==> src/rtl/block_dispatcher_pkg.sv <==
// Shared types and sizing constants for the matrix block dispatcher.
package block_dispatcher_pkg;

   typedef enum logic [2:0] {
      ST_IDLE   = 3'd0,
      ST_SELECT = 3'd1,
      ST_OFFER  = 3'd2,
      ST_DRAIN  = 3'd3,
      ST_DONE   = 3'd4
   } disp_state_t;

   // Completion counter must hold mu*mu plus one spare bit.
   localparam int CNT_WIDTH_MUL = 2;
   localparam int CNT_WIDTH_ADD = 1;

   function automatic int cnt_width(input int index_width);
      return index_width * CNT_WIDTH_MUL + CNT_WIDTH_ADD;
   endfunction

endpackage

==> src/rtl/block_dispatcher_proc_select.sv <==
// Lowest-index-first grant over processors that are neither busy nor completing.
module block_dispatcher_proc_select #(
   parameter int num_proc = 2
) (
   input  logic [num_proc-1:0] in_blocked,
   output logic [num_proc-1:0] out_grant,
   output logic                out_valid
);

   always_comb begin
      out_grant = '0;
      for (int p = num_proc - 1; p >= 0; p--) begin
         if (!in_blocked[p]) begin
            out_grant    = '0;
            out_grant[p] = 1'b1;
         end
      end
      out_valid = |out_grant;
   end

endmodule

==> src/rtl/block_dispatcher.sv <==
// Hands out C_ij block indices row-major to free processors and tracks
// result write-backs until every block of an mu x mu job is complete.
module block_dispatcher
   import block_dispatcher_pkg::*;
#(
   parameter int num_proc    = 2,
   parameter int index_width = 4,
   parameter int cell_width  = 8
) (
   input  logic                   in_clk,
   input  logic                   in_reset,
   input  logic                   in_start,
   input  logic [index_width-1:0] in_mu,
   input  logic [cell_width-1:0]  in_config,
   input  logic [num_proc-1:0]    in_index_ack,
   input  logic [num_proc-1:0]    in_result_ready,
   output logic [index_width-1:0] out_row_index,
   output logic [index_width-1:0] out_col_index,
   output logic [num_proc-1:0]    out_index_ready,
   output logic [index_width-1:0] out_mu,
   output logic [cell_width-1:0]  out_config,
   output logic                   out_busy,
   output logic                   out_done
);

   // state  | meaning
   // IDLE   | waiting for start; only state where start is honoured
   // SELECT | looking for the lowest free processor for block (i,j)
   // OFFER  | (i,j) offered to one processor, waiting for its ack
   // DRAIN  | all blocks handed out, waiting for outstanding results
   // DONE   | one-cycle completion, returns to IDLE

   localparam int cnt_w = cnt_width(index_width);

   disp_state_t            state_q, state_d;
   logic [index_width-1:0] mu_q, mu_d, row_q, row_d, col_q, col_d;
   logic [cell_width-1:0]  cfg_q, cfg_d;
   logic [num_proc-1:0]    busy_q, busy_d, offer_q, offer_d;
   logic [num_proc-1:0]    result_hit, grant;
   logic [cnt_w-1:0]       count_q, count_d, n_results, total_blocks;
   logic                   grant_valid, offer_ack, last_block;
   logic                   busy_out_q, busy_out_d, done_q, done_d;

   block_dispatcher_proc_select #(
      .num_proc (num_proc)
   ) u_proc_select (
      .in_blocked (busy_q | in_result_ready),
      .out_grant  (grant),
      .out_valid  (grant_valid)
   );

   assign result_hit   = in_result_ready & busy_q;
   assign offer_ack    = |(in_index_ack & offer_q);
   assign last_block   = (row_q == mu_q - index_width'(1)) && (col_q == mu_q - index_width'(1));
   assign total_blocks = cnt_w'(mu_q) * cnt_w'(mu_q);

   always_comb begin
      n_results = '0;
      for (int p = 0; p < num_proc; p++)
         n_results = n_results + cnt_w'(result_hit[p]);
   end

   always_ff @(posedge in_clk or posedge in_reset) begin
      if (in_reset) state_q <= ST_IDLE;
      else          state_q <= state_d;
   end

   always_comb begin
      state_d = state_q;
      unique case (state_q)
         ST_IDLE:   if (in_start) state_d = (in_mu == '0) ? ST_DONE : ST_SELECT;
         ST_SELECT: if (grant_valid) state_d = ST_OFFER;
         ST_OFFER:  if (offer_ack) state_d = last_block ? ST_DRAIN : ST_SELECT;
         ST_DRAIN:  if (busy_q == '0 && count_q == total_blocks) state_d = ST_DONE;
         ST_DONE:   state_d = ST_IDLE;
         default:   state_d = ST_IDLE;
      endcase
   end

   always_comb begin
      mu_d    = mu_q;
      cfg_d   = cfg_q;
      row_d   = row_q;
      col_d   = col_q;
      offer_d = '0;
      busy_d  = busy_q & ~result_hit;
      count_d = count_q + n_results;
      unique case (state_q)
         ST_IDLE: begin
            if (in_start) begin
               mu_d    = in_mu;
               cfg_d   = in_config;
               row_d   = '0;
               col_d   = '0;
               count_d = '0;
            end
         end
         ST_SELECT: if (grant_valid) offer_d = grant;
         ST_OFFER: begin
            if (offer_ack) begin
               busy_d = busy_d | offer_q;
               if (col_q == mu_q - index_width'(1)) begin
                  col_d = '0;
                  row_d = row_q + index_width'(1);
               end else begin
                  col_d = col_q + index_width'(1);
               end
            end else begin
               offer_d = offer_q;
            end
         end
         default: ;
      endcase
      busy_out_d = (state_d != ST_IDLE);
      done_d     = (state_d == ST_DONE);
   end

   always_ff @(posedge in_clk or posedge in_reset) begin
      if (in_reset) begin
         mu_q       <= '0;
         cfg_q      <= '0;
         row_q      <= '0;
         col_q      <= '0;
         offer_q    <= '0;
         busy_q     <= '0;
         count_q    <= '0;
         busy_out_q <= 1'b0;
         done_q     <= 1'b0;
      end else begin
         mu_q       <= mu_d;
         cfg_q      <= cfg_d;
         row_q      <= row_d;
         col_q      <= col_d;
         offer_q    <= offer_d;
         busy_q     <= busy_d;
         count_q    <= count_d;
         busy_out_q <= busy_out_d;
         done_q     <= done_d;
      end
   end

   assign out_row_index   = row_q;
   assign out_col_index   = col_q;
   assign out_index_ready = offer_q;
   assign out_mu          = mu_q;
   assign out_config      = cfg_q;
   assign out_busy        = busy_out_q;
   assign out_done        = done_q;

endmodule

==> config.mk <==
export PLATFORM = sky130hd
export DESIGN_NAME = block_dispatcher
export DESIGN_NICKNAME = d
export VERILOG_FILES = /design/src/rtl/block_dispatcher_pkg.sv /design/src/rtl/block_dispatcher_proc_select.sv /design/src/rtl/block_dispatcher.sv
export SDC_FILE = /design/constraint.sdc
export NUM_CORES = 1
export LEC_CHECK = 0
export BUFFER_PORTS_ARGS = -buffer_cell sky130_fd_sc_hd__buf_2
export CAP_MARGIN = 0
export CORE_MARGIN = 5
export CORE_UTILIZATION = 32
export CTS_CLUSTER_DIAMETER = 40
export DETAILED_ROUTE_END_ITERATION = 7
export HOLD_SLACK_MARGIN = 0.05
export PLACE_DENSITY_LB_ADDON = 0.3
export SYNTH_ARGS = -nofsm -noshare
export SYNTH_HDL_FRONTEND = slang
export SYNTH_HIERARCHICAL = 1
export SYNTH_SLANG_ARGS = --single-unit
==> constraint.sdc <==
create_clock -name in_clk -period 6.7 [get_ports in_clk]
set_clock_uncertainty 0.2 [all_clocks]
set_input_delay 0.335 -clock in_clk [delete_from_list [all_inputs] [get_ports in_clk]]
set_output_delay 0.335 -clock in_clk [all_outputs]
set_load 0.01 [all_outputs]
# After elaboration in Yosys (flattened, before gate mapping)
# Index checks and enable logic that the tools add are counted.
[word_totals] ff_bits=38 in_bits=19 output_inout_bits=24 word_cells=67
[classes] add_sub_neg=5 mul=1 n_eq_ne=10 n_mux=23 bitwise_logic=6 reduce_logical=12
[op_table] cell="$mux 4" count=5
[op_table] cell="$mux 9" count=2
[op_table] cell="$pmux 4 s2" count=2
[op_table] cell="$mux 3" count=5
[op_table] cell="$mux 2" count=7
[op_table] cell="$pmux 3 s4" count=1
[op_table] cell="$add 9x2->9" count=1
[op_table] cell="$eq 9x8->1" count=1
[op_table] cell="$add 4x1->4 const B" count=2
[op_table] cell="$eq 4x4->1" count=2
[op_table] cell="$mul 4x4->8" count=1
[op_table] cell="$and 2x2->2" count=3
[op_table] cell="$eq 3x2->1 const B" count=2
[op_table] cell="$ne 2x2->1 const B" count=3
[op_table] cell="$logic_not 4->1" count=1
[op_table] cell="$or 2x2->2" count=2
[op_table] cell="$pmux 2 s2" count=1
[op_table] cell="$reduce_and 4->1" count=1
[op_table] cell="$reduce_or 2->1" count=2
[op_table] cell="$sub 4x1->4 const B" count=1
[op_table] cell="$eq 3x1->1 const B" count=1
[op_table] cell="$eq 3x3->1 const B" count=1
[op_table] cell="$logic_not 3->1" count=1
[op_table] cell="$reduce_and 3->1" count=1
[op_table] cell="7 further kinds" count=8

# Depth between registers and ports, before layout
[depth] depth_word=7 depth_mapped=9 mapped_depth_nobuf=8

# Cells and area by module
# The synthesis kept the hierarchy.
[by_module_without_submodules] mod="block_dispatcher" instances=1 cells_per_inst=227 area_each_um2=2175.8 seq_area_each_um2=950.9
[by_module_without_submodules] mod="block_dispatcher_proc_select" instances=1 cells_per_inst=3 area_each_um2=16.3 seq_area_each_um2=0.0

# Worst setup path after synthesis
# No wires, ideal clock.
[synth_timing] path_kind="reg2reg" start="register mu_q[0] (netlist: out_mu[0])" end="register state_q[0]" setup_time_ns=0.147 arrival_time_ns=1.873 t_required_ns=6.353 path_slack_ns=4.481 stages_incl_launch_ff=10 path_buffers=1 period_less_slack_ns=2.219 cell_sequence="dfrtp_1 buf_6 inv_1 nor2_1 ha_1 a21o_1 a21oi_1 xnor2_1 o31ai_1 o221ai_1"
[synth_via] elab_chain_cells=5
[synth_lines] item="from (decl)" line_no="block_dispatcher.sv:36" source="logic [index_width-1:0] mu_q, mu_d, row_q, row_d, col_q, col_d;"
[synth_lines] item="from (signal assigned)" line_no="block_dispatcher.sv:130" source="mu_q <= mu_d;"
[synth_lines] item="$mul 4x4->8" line_no="block_dispatcher.sv:55" source="assign total_blocks = cnt_w'(mu_q) * cnt_w'(mu_q);"
[synth_lines] item="$eq 9x8->1" line_no="block_dispatcher.sv:74" source="ST_DRAIN: if (busy_q == '0 && count_q == total_blocks) state_d = ST_DONE;"
[synth_lines] item="$logic_and 1x1->1" line_no="block_dispatcher.sv:74"
[synth_lines] item="$mux 3" line_no="block_dispatcher.sv:74"
[synth_lines] item="$pmux 3 s4" line_no="block_dispatcher.sv:70" source="unique case (state_q)"
[synth_lines] item="via state_d[0]" line_no="block_dispatcher.sv:35" source="disp_state_t state_q, state_d;"
[synth_lines] item="to (signal assigned)" line_no="block_dispatcher.sv:65" source="else state_q <= state_d;"
[synth_lines] item="to (decl)" line_no="block_dispatcher.sv:35"
# The timed path passes the listed nets, and every way through them passes these cells.
# A chain may end at the register's enable or synchronous reset.

# Worst setup path in the final report
# Same ends and word-level chain as after synthesis.

==> metrics.md <==
| Metric | Value |
|---|---|
| Worst EP arrival | `2390 ps` |
| Top FF cell, synth | `dfrtp_1` |
| Worst Path Max Fanout | `9` |
| Total Wirelength | `5020 um` |
| Global-route wire length before repair | `8360 um` |
| Final Hold Fails | `0` |
| Worst slew pin tran | `866 ps` |
| RSZ-0062 raised after global routing | `false` |
| Status | `finished, final reports clean` |
| Net Sw Power | `0.0981 mW` |
| HPWL after detailed placement | `3590 um` |
| Synth warn | `6` |
| Final period utilization | `0.365` |
| P_int | `0.328 mW` |
| M1 WL | `2350 um` |
| Post-Syn Nets | `259` |
| Max-cap violations | `0` |
| Ports | `43` |
| Critical Path, Cell by Cell | `inv_1 > nor2_1 > ha_1 > a41oi_1 > xnor2_1 > nand3b_1 > o31ai_1 > o221ai_1` |
| Met3 WL post-DR | `186 um` |
| Kind of cell adding the most delay to the critical path | `compound AO/OA/AOI/OAI gates` |
| Initial DRC Count | `113` |
| Via density | `4.85` |
| Initial antenna violation count | `0` |
| Startpoint Class | `register` |
| Post-Layout Cell Count | `363` |
| EDFF count, synth | `0` |
| Post-synth ARST share | `1.00` |
| Compound-cell area share of the yosys netlist | `0.136` |
| Post_cts resized | `0` |
| Reg2Reg Setup Slack | `4250 ps` |
| Static Leak | `1.31 nW` |
| Maximum number of pins on one net before global-route repair | `39` |
| Synth Area in XOR/XNOR | `0.110` |
| Filler Cell Count | `676` |
| Clock network fraction of total power | `0.391` |
| Vias | `1759` |
| ANT cells | `0` |
| # Post-CTS Setup Buffers | `0` |
| Worst-skew pair later-pin latency | `290 ps` |
| All-Layer GR Usage | `0.121` |
| Die ar. | `8610 um^2` |
| Fin crit period | `2450 ps` |
| GRT overflow | `0` |
| CTS HTree Levels | `2` |
| Met2 WL | `2440 um` |
| Yosys cell types | `46` |
| Die Span X | `92.8 um` |
| CTS tree | `yes` |
| Total Power | `0.426 mW` |
| Post-Synth Adder-Cell Area | `0.0605` |
| Mux contribution to synthesized area | `0.00514` |
| Post-route ant nets | `0` |
| Pwr dens | `161 nW/um^2` |
| Syn Area/Cell | `9.53 um^2` |
| Area Overhead vs Synth | `20.8%` |
| Relative slew slack | `0.423` |
| CP required | `6640 ps` |
| Vias in the first global route | `1696` |
| Post-Synthesis Cell Area | `2190 um^2` |
| Die H | `92.8 um` |
| Crit path largest cell delay | `600 ps` |
| Min-delay worst type | `in -> reg` |
| CTS clk-pin slew, worst paths | `80 ps` |
| Post-route DRC | `0` |
| Placer Congestion | `0.840` |
| Sequential cell area | `951 um^2` |
| CP max stage cell | `dfrtp_1` |
| CP Class | `reg -> reg` |
| Yosys reg bits | `38` |
| Combinational group share of total power | `0.056` |
| Synth Area in Simple Gates | `0.217` |
| Largest family of logic cells by synthesized area | `simple AND/OR/NAND/NOR gates` |
| Switch share | `0.230` |
| Final setup fails | `0` |
| Max Fclk | `409 MHz` |
| Placed Instances | `346` |
| Layout cells sized above 1 | `0.208` |
| CTS Sinks | `38` |
| Area of the multi-input gates | `1160 um^2` |
| Hold-fix buffers, CTS | `9` |
| Slew Limit Fails | `0` |
| Hold_ws | `54.3 ps` |
| Initial Utilization | `0.326` |
| IR drop worst, VDD | `84.6 uV` |
| Buf/Inv on CP | `1` |
| Cell Rows | `30` |
| Register area share after synthesis | `0.434` |
| Total CTS buffers | `5` |
| Clk buf depth | `2` |
| DRT Pass-1 Iters | `4` |
| TNS Setup | `0 ps` |
| CORE AREA | `6720 um^2` |
| CTS root buffer | `clkbuf_8` |
| WL/cell | `13.8 um` |
| Critical Path Sink Type | `register` |
| IO Port Bufs | `42` |
| Seq pwr share | `0.553` |
| Final #Nets | `311` |
| Top layer in use | `met4` |
| Post-Syn Instances | `230` |
## metrics by stage
step           area (um^2)  worst slack [ps]   util
2_1_floorplan         2190              4480      -
3_3_place_gp          2470              4350  0.367
3_5_place_dp          2470              4270  0.367
4_1_cts               2650              4270  0.394
5_1_grt               2650              4020  0.394
6_report              2650              4250  0.394
## per-layer routing
layer  track usage  vias up
li1              -      893
met1         0.170      823
met2         0.193       38
met3        0.0276        5
met4        0.0220        0
met5             0        -
## cells by family after synthesis
logic type / after synthesis
muxes: 1
and+or+nand+nor: 95
buffers and inverters: 17
DFF: 38
adders and majority gates: 10
xor gates and xnor gates: 26
AOI/OAI and AO/OA: 43
## worst paths after layout
kind | from | to | depth (start not counted)
min in group asynchronous | in_reset | busy_q[1]$_DFF_PP0_ | 4
worst max register to register | out_mu[0]$_DFFE_PP0P_ | state_q[0]$_DFF_PP0_ | 8
worst min-delay path | in_result_ready[0] | busy_q[0]$_DFF_PP0_ | 2
worst min register to register | out_config[0]$_DFFE_PP0P_ | out_config[0]$_DFFE_PP0P_ | 2
max in group asynchronous | in_reset | count_q[2]$_DFF_PP0_ | 4
worst max-delay path | out_mu[0]$_DFFE_PP0P_ | state_q[0]$_DFF_PP0_ | 8
## power groups by stage
| stage | Sequential [mW] | Clock, mW | Combinational, mW |
|---|---|---|---|
| final | 0.236 | 0.167 | 0.0239 |
| after CTS | 0.236 | 0.171 | 0.0245 |
| after floorplan | 0.239 | 0 | 0.0106 |
| after global routing | 0.236 | 0.184 | 0.0279 |
| after detailed placement | 0.240 | 0 | 0.0201 |
| after global placement | 0.240 | 0 | 0.0200 |
## placed cells by master, fill, tap and decap left out, drive strengths merged, types with 8 or more instances in the layout
cell         instances
buf                 43
dfrtp               38
and2                 8
nand2               37
o21ai               16
dlygate4sd3          9
xor2                11
inv                 10
ha                   9
nor2                15
xnor2               14
## synthesized netlist by cell type (2+ instances only)
| library cell | n | share of area |
|---|---|---|
| o21ai_2 | 2 | 0.0080 |
| o21ai_0 | 12 | 0.027 |
| nand3b_1 | 2 | 0.0068 |
| nand2b_1 | 5 | 0.014 |
| a22o_1 | 6 | 0.024 |
| nor2_1 | 14 | 0.024 |
| and3_1 | 5 | 0.014 |
| inv_1 | 10 | 0.017 |
| xnor2_1 | 14 | 0.056 |
| a21o_1 | 2 | 0.0068 |
| a21oi_1 | 2 | 0.0046 |
| clkbuf_1 | 4 | 0.0068 |
| a31oi_1 | 2 | 0.0057 |
| nor2b_1 | 2 | 0.0057 |
| buf_6 | 2 | 0.010 |
| nand4_1 | 2 | 0.0057 |
| o31ai_1 | 3 | 0.010 |
| ha_1 | 9 | 0.051 |
| o311ai_1 | 2 | 0.0080 |
| nor3_1 | 2 | 0.0046 |
| and2_1 | 8 | 0.023 |
| nor3b_1 | 2 | 0.0068 |
| nand3_1 | 7 | 0.016 |
| nand2_1 | 37 | 0.063 |
| dfrtp_1 | 38 | 0.43 |
| a211oi_1 | 2 | 0.0068 |
| o21ai_1 | 2 | 0.0046 |
| xor2_1 | 11 | 0.044 |
| nor4_1 | 2 | 0.0057 |
| or2_2 | 3 | 0.0086 |
## flip-flops by register name, summed over array words and instances, names as in the netlist
signal           count
busy_q               2
count_q              9
out_busy             1
out_col_index        4
out_config           8
out_done             1
out_index_ready      2
out_mu               4
out_row_index        4
state_q              3
## layout make-up
| class | instances | area share |
|---|---|---|
| multi-input combinational | 175 | 0.438 |
| sequential | 38 | 0.359 |
| inverter | 10 | 0.0142 |
| timing repair buffer | 52 | 0.116 |
| clock inverter | 1 | 0.00189 |
| tap | 80 | 0.0378 |
| clock buffer | 7 | 0.0326 |
No activity file was read; power rests on OpenSTA's default activity.
